===== src/rtl/led_pixel_fetcher_pkg.sv =====
// Shared widths, FSM encoding and colour-bit selection for the HUB75 pixel fetcher.
// The timing generator uses the same X_W/Y_W/BIT_W so coordinates line up.
package led_pixel_fetcher_pkg;

    localparam int C_LED_CHAIN_LENGTH = 4;
    localparam int C_LED_NBANKS       = 16;
    localparam int C_LED_WIDTH        = 32;
    localparam int C_BPC              = 12;

    localparam int X_W    = $clog2(C_LED_WIDTH * C_LED_CHAIN_LENGTH);
    localparam int Y_W    = $clog2(C_LED_NBANKS);
    localparam int BIT_W  = $clog2(C_BPC);
    localparam int ROW_W  = $clog2(2 * C_LED_NBANKS);
    localparam int ADDR_W = 1 + ROW_W + X_W;
    localparam int WORD_W = 3 * C_BPC;
    localparam int CRD_W  = X_W + Y_W + BIT_W;

    typedef enum logic [2:0] {
        ST_IDLE    = 3'd0,
        ST_RD_TOP  = 3'd1,
        ST_RD_BOT  = 3'd2,
        ST_WAIT    = 3'd3,
        ST_CAPTURE = 3'd4
    } fetch_state_e;

    // Returns {R,G,B} bits of one bit-plane; planes beyond C_BPC read as dark.
    function automatic logic [2:0] pick_rgb(input logic [WORD_W-1:0] word,
                                            input logic [BIT_W-1:0]  bit_idx);
        logic [5:0] bi;
        bi = {2'b00, bit_idx};
        if (bit_idx >= BIT_W'(C_BPC)) begin
            return 3'b000;
        end
        return {word[6'(2 * C_BPC) + bi], word[6'(C_BPC) + bi], word[bi]};
    endfunction

endpackage


===== src/rtl/led_pixel_fetcher_buffer_swap_ctl.sv =====
// Front-buffer select: toggles on a registered rising edge of vsync while the host requests a swap.
module buffer_swap_ctl (
    input  logic clk_i,
    input  logic rst_n_i,
    input  logic vsync_i,
    input  logic swap_req_i,
    output logic front_buf_o,
    output logic swap_ack_o
);

    logic vsync_q;
    logic front_buf_q;
    logic swap_ack_q;

    always_ff @(posedge clk_i or negedge rst_n_i) begin
        if (!rst_n_i) begin
            vsync_q     <= 1'b0;
            front_buf_q <= 1'b0;
            swap_ack_q  <= 1'b0;
        end else begin
            vsync_q    <= vsync_i;
            swap_ack_q <= 1'b0;
            if (vsync_i && !vsync_q && swap_req_i) begin
                front_buf_q <= ~front_buf_q;
                swap_ack_q  <= 1'b1;
            end
        end
    end

    assign front_buf_o = front_buf_q;
    assign swap_ack_o  = swap_ack_q;

endmodule


===== src/rtl/led_pixel_fetcher.sv =====
// Fetches the top/bottom pixel words for the current LED coordinate from a double-buffered
// frame RAM and registers the selected bit-plane onto the six HUB75 colour lines.
//
//   state   | meaning
//   IDLE    | waiting for a coordinate change, forced refetch or pending request
//   RD_TOP  | read strobe for the upper half-panel word
//   RD_BOT  | read strobe for the lower half-panel word
//   WAIT    | extra RAM latency cycles (unused when latency is 1)
//   CAPTURE | bottom word arrives; all six colour lines update together
module led_pixel_fetcher
    import led_pixel_fetcher_pkg::*;
#(
    parameter int C_MEM_LATENCY = 1
) (
    input  logic              sys_clk,
    input  logic              sys_rst,
    input  logic              sys_en,
    input  logic [X_W-1:0]    ctl_cur_x,
    input  logic [Y_W-1:0]    ctl_cur_y,
    input  logic [BIT_W-1:0]  ctl_cur_bit,
    input  logic              ctl_vsync,
    output logic [ADDR_W-1:0] mem_addr,
    output logic              mem_rd_en,
    input  logic [WORD_W-1:0] mem_rdata,
    input  logic              swap_req,
    output logic              swap_ack,
    output logic              front_buf,
    output logic              led_r0,
    output logic              led_g0,
    output logic              led_b0,
    output logic              led_r1,
    output logic              led_g1,
    output logic              led_b1,
    output logic              fetch_overrun
);

    fetch_state_e             state_q;
    logic [CRD_W-1:0]         cur_coord;
    logic [CRD_W-1:0]         prev_coord_q;
    logic                     force_fetch_q;
    logic                     pending_q;
    logic                     coord_chg;
    logic                     launch;
    logic [X_W-1:0]           fx_q;
    logic [Y_W-1:0]           fy_q;
    logic [BIT_W-1:0]         fbit_q;
    logic                     fbuf_q;
    logic [ROW_W-1:0]         row_bot;
    logic [1:0]               wait_cnt_q;
    logic [C_MEM_LATENCY-1:0] top_pipe_q;
    logic [WORD_W-1:0]        top_word_q;
    logic [ADDR_W-1:0]        mem_addr_q;
    logic                     mem_rd_en_q;
    logic [5:0]               leds_q;
    logic                     overrun_q;

    buffer_swap_ctl u_swap (
        .clk_i       (sys_clk),
        .rst_n_i     (sys_rst),
        .vsync_i     (ctl_vsync),
        .swap_req_i  (swap_req),
        .front_buf_o (front_buf),
        .swap_ack_o  (swap_ack)
    );

    assign cur_coord = {ctl_cur_x, ctl_cur_y, ctl_cur_bit};
    assign coord_chg = (cur_coord != prev_coord_q);
    assign launch    = sys_en && (coord_chg || force_fetch_q || pending_q);
    assign row_bot   = ROW_W'(fy_q) + ROW_W'(C_LED_NBANKS);

    always_ff @(posedge sys_clk or negedge sys_rst) begin
        if (!sys_rst) begin
            state_q       <= ST_IDLE;
            prev_coord_q  <= '0;
            force_fetch_q <= 1'b1;
            pending_q     <= 1'b0;
            fx_q          <= '0;
            fy_q          <= '0;
            fbit_q        <= '0;
            fbuf_q        <= 1'b0;
            wait_cnt_q    <= '0;
            top_pipe_q    <= '0;
            top_word_q    <= '0;
            mem_addr_q    <= '0;
            mem_rd_en_q   <= 1'b0;
            leds_q        <= '0;
            overrun_q     <= 1'b0;
        end else begin
            prev_coord_q <= cur_coord;
            overrun_q    <= coord_chg && (state_q != ST_IDLE);
            mem_rd_en_q  <= 1'b0;

            // Tracks when the top word's read data becomes valid, independent of the FSM path.
            top_pipe_q[0] <= (state_q == ST_RD_TOP);
            for (int i = 1; i < C_MEM_LATENCY; i++) begin
                top_pipe_q[i] <= top_pipe_q[i-1];
            end
            if (top_pipe_q[C_MEM_LATENCY-1]) begin
                top_word_q <= mem_rdata;
            end

            if (swap_ack) begin
                force_fetch_q <= 1'b1;
            end
            if (coord_chg && (state_q != ST_IDLE)) begin
                pending_q <= 1'b1;
            end

            case (state_q)
                ST_IDLE: begin
                    if (launch) begin
                        fx_q          <= ctl_cur_x;
                        fy_q          <= ctl_cur_y;
                        fbit_q        <= ctl_cur_bit;
                        fbuf_q        <= front_buf;
                        mem_addr_q    <= {front_buf, ROW_W'(ctl_cur_y), ctl_cur_x};
                        mem_rd_en_q   <= 1'b1;
                        force_fetch_q <= 1'b0;
                        pending_q     <= 1'b0;
                        state_q       <= ST_RD_TOP;
                    end
                end
                ST_RD_TOP: begin
                    mem_addr_q  <= {fbuf_q, row_bot, fx_q};
                    mem_rd_en_q <= 1'b1;
                    state_q     <= ST_RD_BOT;
                end
                ST_RD_BOT: begin
                    if (C_MEM_LATENCY == 1) begin
                        state_q <= ST_CAPTURE;
                    end else begin
                        wait_cnt_q <= 2'(C_MEM_LATENCY - 2);
                        state_q    <= ST_WAIT;
                    end
                end
                ST_WAIT: begin
                    if (wait_cnt_q == 2'd0) begin
                        state_q <= ST_CAPTURE;
                    end else begin
                        wait_cnt_q <= wait_cnt_q - 2'd1;
                    end
                end
                ST_CAPTURE: begin
                    leds_q  <= {pick_rgb(top_word_q, fbit_q), pick_rgb(mem_rdata, fbit_q)};
                    state_q <= ST_IDLE;
                end
                default: state_q <= ST_IDLE;
            endcase
        end
    end

    assign mem_addr      = mem_addr_q;
    assign mem_rd_en     = mem_rd_en_q;
    assign fetch_overrun = overrun_q;
    assign {led_r0, led_g0, led_b0, led_r1, led_g1, led_b1} = leds_q;

endmodule

===== config.mk =====
export PLATFORM = sky130hd
export DESIGN_NAME = led_pixel_fetcher
export DESIGN_NICKNAME = d
export VERILOG_FILES = /design/src/rtl/led_pixel_fetcher_pkg.sv /design/src/rtl/led_pixel_fetcher_buffer_swap_ctl.sv /design/src/rtl/led_pixel_fetcher.sv
export SDC_FILE = /design/constraint.sdc
export NUM_CORES = 1
export LEC_CHECK = 0
export CORE_MARGIN = 2
export CORE_UTILIZATION = 50
export DETAILED_ROUTE_END_ITERATION = 16
export PLACE_DENSITY = 0.8
export SYNTH_ARGS = -nofsm -noshare
export SYNTH_HDL_FRONTEND = slang
export SYNTH_SLANG_ARGS = --single-unit

===== constraint.sdc =====
create_clock -name sys_clk -period 2.9 [get_ports sys_clk]
set_clock_uncertainty 0.1 [all_clocks]
set_input_delay 0.58 -clock sys_clk [delete_from_list [all_inputs] [get_ports sys_clk]]
set_output_delay 0.58 -clock sys_clk [all_outputs]
set_load 0.05 [all_outputs]

==> reports/qor.yml, run 1 <==
fp-row-count: 35
antenna_cells: 0
cts_root_buf: "clkbuf_8"
cp-start-kind: "input pin"
synthFlopType: "dfrtp_1"
rr_endpoint: "leds_q[4]$_DFFE_PN0N_"
cts_resized: 0
port_buffers: 78
arrival_ns: 2.75
yosys.area.top_type: "dfrtp_1"
cts_tree: "yes"
p_leak_uw: 0.002419
mostFrequentLayoutCell: "dfrtp_1"
seq_area_frac_synth_pct: 52.83
hold_buffers: 0
slew_headroom_pct: 52.01
async_flop_share_pct: 100.0
syn_area_sq_um: 4692
cts.sinks: 99
insertion_delay_ns: 0.37
rsz0062_at_grt: "no"
core-area_sq_um: 9153
yosys-top-cells-area: "dfrtp_1 (52%), mux2_2 (9.4%), mux4_2 (7.7%)"
cts_buffers: 9
dieWidth_um: 100.9
r2r_cells: 5
dpl.cell_count: 537
crit-reg2reg-launch: "fbit_q[0]$_DFFE_PN0P_"
track_usage_pct: 21.31
worst_pin_slew_ns: 0.7199
antenna_found_initial: 0
final_net_count: 496
max_freq_mhz: 385.4
num_vias: 3257
grt_overflow: 0
postRouteAntennaNets: 0
maxCapViolCount: 0
hold_class: "input pin to asynchronous set/reset pin"
crit_start: "ctl_cur_x[0]"
drc: 0
whs_ns: 0.09632
drt-vias-per-instance: 5.890
die_area_sq_um: 10170
end_kind: "register"
min_period_over_period_pct: 89.46
gp_congestion: 0.7961
final_cell_mix: "dfrtp_1 (98), clkdlybuf4s50_1 (77), mux2_2 (39)"
clk_pin_slew_ns: 0.11
power_density_nw_per_um2: 1145
seqCellArea_sq_um: 2479
stdcell_count: 553
cp.required_ns: 3.06
final_hold_viol_count: 0
wl_per_cell_um: 18.00
area_growth_pct: 25.79
syn-instance-count: 347
wl_mm: 9.955
crit_path_max_fanout: 12
multiInputGateArea_sq_um: 2092
htreeDepth: 3
grt_pass1_wl_mm: 16.77
ys_ff_latch: 99
period_needed_ns: 2.594
drt_iter0_drc: 140
start_util_pct: 51.26
first_global_vias: 3387
post_cts_buffers: 0
reg2reg_setup_slack_ns: 0.50
finalSetupViolations: 0
first_pass_iters: 4
crit_type: "input pin to register"
synth_cell_types: 41
die_y_um: 100.9
grt_max_degree: 46
dp_hpwl_mm: 7.148
synth_area_per_cell_sq_um: 13.52
slew_violations: 0
peakVddDrop_mv: 0.7328
status: "complete, no violations"
ys_warn_count: 0
io_pins: 79
synth_top_area_share_pct: 52.27
clk_path_buf_depth: 2
drive_gt1_share_pct: 22.17
syn-num-nets: 406
synth_edf_count: 0
cp-endpoint: "mem_addr[3]$_DFFE_PN0P_"
fillerInstances: 677
[Yosys cell counts (all sizes together) (2+ instances only)]
master and n:
nand2b 2, mux2 55, a221o 2, o221a 12, buf 13, nand3 2, dfrtp 98, nor3b 4
nor2 20, mux4 21, xor2 13, nand2 20, o21ai 6, clkbuf 9, a22o 4, nor4 3
and2 2, a211oi 3, ha 3, inv 7, o31ai 12, xnor2 4, mux2i 7, nor3 14
[kinds of logic (layout without fill, tap and decap cells)]
family / after synthesis / after routing / share of synthesized area, %
flops: 99 / 99 / 52.83
mux: 83 / 83 / 25.17
simple gates: 73 / 73 / 7.600
compound gates: 43 / 43 / 7.733
buf+inv: 29 / 124 / 2.693
xor+xnor: 17 / 17 / 3.173
fa+ha+maj: 3 / 3 / 0.8001
[through the flow]
stage               total power, uW  instance area, sq um  utilization [%]  setup TNS [ns]  setup slack [ns]
finish                         6760                  5902            64.48               0            0.3056
global route                   7179                  5902            64.48               0            0.2242
CTS                            6795                  5902            64.48               0            0.3385
detailed placement             5927                  5712            62.41          -1.246          -0.06409
global placement               5778                  5712            62.41               0           0.04140
floorplan                      4909                  4692                -               0            0.6322
[report_power, final]
part	internal [uW]	switching [uW]	total (uW)
logic	1770	1730	3500
clock network	335	526	860
registers	1970	427	2400
total	4080	2680	6760
[worst min-delay path by stage]
stage	start	endpoint
2_1_floorplan	sys_rst	fbit_q[0]$_DFFE_PN0P_
3_3_place_gp	u_swap.vsync_q$_DFF_PN0_	u_swap.swap_ack_o$_DFF_PN0_
3_5_place_dp	u_swap.vsync_q$_DFF_PN0_	u_swap.swap_ack_o$_DFF_PN0_
4_1_cts	sys_rst	top_word_q[32]$_DFFE_PN0P_
5_1_grt	sys_rst	leds_q[5]$_DFFE_PN0N_
6_report	sys_rst	top_word_q[32]$_DFFE_PN0P_
[layout make-up]
class	instances	area share, %
Tap cell	111	2.353
Clock buffer	9	2.099
Timing Repair Buffer	101	16.54
Clock inverter	7	1.124
Inverter	7	0.4452
Sequential cell	99	42.00
Multi-Input combinational cell	219	35.45
[worst max-delay path, stage by stage]
cell and delay [ns]:
clkdlybuf4s50_1 0.48, xor2_1 0.18, nor4_1 0.43, nand4_1 0.23, or4_4 0.56, o221a_1 0.29
[flip-flops by register name, summed over array words and instances, names as in the netlist, 2 cells and up]
register and count:
fbit_q 4, fx_q 7, fy_q 4, leds_q 6, mem_addr 13, prev_coord_q 15, state_q 3, top_word_q 36
wait_cnt_q 2
[routing by layer]
layer / track usage [%] / share of wire (%) / up-vias / routed length [um]
met5: 0 / 0 / - / 0
met4: 6.322 / 1.8 / 0 / 176
met3: 4.924 / 5.3 / 20 / 526
met2: 34.82 / 50 / 115 / 4963
met1: 28.62 / 43 / 1645 / 4288
li1: - / - / 1477 / -
(Power assumes the default switching activity.)
==> inputs of run 2 (changes only) <==
- CORE_ASPECT_RATIO: unset -> 1.2
- CORE_MARGIN: 2 -> unset
==> reports/qor.yml, run 2 (synthesized netlist as in run 1, its figures left out) <==
insertion_delay_ns: 0.34
htreeDepth: 3
crit_path_max_fanout: 12
track_usage_pct: 22.33
slew_violations: 0
status: "complete, no violations"
crit_type: "input pin to register"
grt_overflow: 0
wl_mm: 10.06
min_period_over_period_pct: 84.85
largest_reg_flops: 36
place_area_sq_um: 5705
final_hold_viol_count: 0
final_cell_area_sq_um: 5894
cp-start-kind: "input pin"
p_leak_uw: 0.002409
cts_buffers: 9
reg2reg_setup_slack_ns: 0.45
mostFrequentLayoutCell: "dfrtp_1"
cp.required_ns: 3.03
antenna_found_initial: 0
postRouteAntennaNets: 0
max_freq_mhz: 406.4
rsz0062_at_grt: "no"
arrival_ns: 2.59
dp_hpwl_mm: 7.334
clk_path_buf_depth: 2
fp-row-count: 38
num_vias: 3228
grt_pass1_wl_mm: 16.93
power_density_nw_per_um2: 1139
worst_pin_slew_ns: 0.7358
port_buffers: 78
grt_max_degree: 43
grt_use_met1_pct: 29.17
final_cell_mix: "dfrtp_1 (98), clkdlybuf4s50_1 (77), mux2_2 (39)"
top_register: "top_word_q"
drive_gt1_share_pct: 22.35
hold_buffers: 0
cts_root_buf: "clkbuf_8"
area_growth_pct: 25.63
drc: 0
grt.busiest_layer: "met2"
cts_resized: 0
cts_tree: "yes"
antenna_cells: 0
die_y_um: 108.1
start_util_pct: 51.67
die_area_sq_um: 9777
finalSetupViolations: 0
final_net_count: 497
peakVddDrop_mv: 0.7272
period_needed_ns: 2.461
core-area_sq_um: 9081
io_pins: 79
tns_ns: 0
gp_congestion: 0.8149
maxCapViolCount: 0
fillerInstances: 676
whs_ns: 0.1048
slew_headroom_pct: 50.95
clk_pin_slew_ns: 0.09
hold_class: "input pin to asynchronous set/reset pin"
grtUsageMet2_pct: 37.90
cts.sinks: 99
dieWidth_um: 90.43
wl_per_cell_um: 17.87
end_kind: "register"
drt-vias-per-instance: 5.734
drt_iter0_drc: 109
post_cts_buffers: 0
first_pass_iters: 4
grt_use_met3_pct: 4.290
first_global_vias: 3460
## run 2: changes by cell type in the layout (fill, tap and decap cells not counted)
cell	delta
buf_4	+3
inv_6	-2
clkbuf_8	+2
inv_8	-2
clkinv_4	-1
clkinvlp_4	+2
clkinv_2	+1
buf_12	-2
## run 2: layout make-up
type / instances / area [sq um] / share of cell area (%)
Timing Repair Buffer: 102 / 958.4 / 16.26
Inverter: 7 / 26.28 / 0.4458
Multi-Input combinational cell: 219 / 2092 / 35.49
Sequential cell: 99 / 2479 / 42.05
Clock buffer: 11 / 151.4 / 2.568
Tap cell: 120 / 150.1 / 2.547
Clock inverter: 5 / 37.54 / 0.6368
## run 2: where the power goes
part	leakage (uW)	switching (uW)	internal [uW]
Clock	0.0000915	459	361
Sequential	0.00118	421	1980
Combinational	0.00114	1740	1760
## run 2: metrics by stage
stage | power, uW | util [%] | instances | setup WS (ns)
6_report | 6714 | 64.91 | 563 | 0.4395
5_1_grt | 7143 | 64.91 | 563 | 0.3315
4_1_cts | 6761 | 64.91 | 563 | 0.4092
3_5_place_dp | 5921 | 62.83 | 547 | 0.1180
3_3_place_gp | 5789 | 62.83 | 547 | 0.1826
2_1_floorplan | 4909 | - | 347 | 0.6322
## run 2: layer usage
metal	wire [um]	part of all wire, %	up-vias
li1	-	-	1465
met1	4352	43	1646
met2	5095	51	109
met4	110	1.1	0
met3	500	5.0	8
met5	0	0	-
## run 2: worst paths after layout
check | cells after the start | end | from
setup / recovery | 6 | mem_addr[6]$_DFFE_PN0P_ | ctl_cur_bit[0]
hold / removal | 1 | top_word_q[32]$_DFFE_PN0P_ | sys_rst
setup reg to reg | 4 | leds_q[0]$_DFFE_PN0N_ | fbit_q[0]$_DFFE_PN0P_
hold reg to reg | 1 | u_swap.swap_ack_o$_DFF_PN0_ | u_swap.vsync_q$_DFF_PN0_
max in group asynchronous | 2 | force_fetch_q$_DFF_PN1_ | sys_rst
min in group sys_clk | 1 | u_swap.swap_ack_o$_DFF_PN0_ | u_swap.vsync_q$_DFF_PN0_
## run 2: worst max-delay path, cell delays in order
cell and delay [ns]:
clkdlybuf4s50_1 0.47, xor2_1 0.18, nor4_1 0.27, nand4_1 0.23, or4_4 0.57, o221a_1 0.28
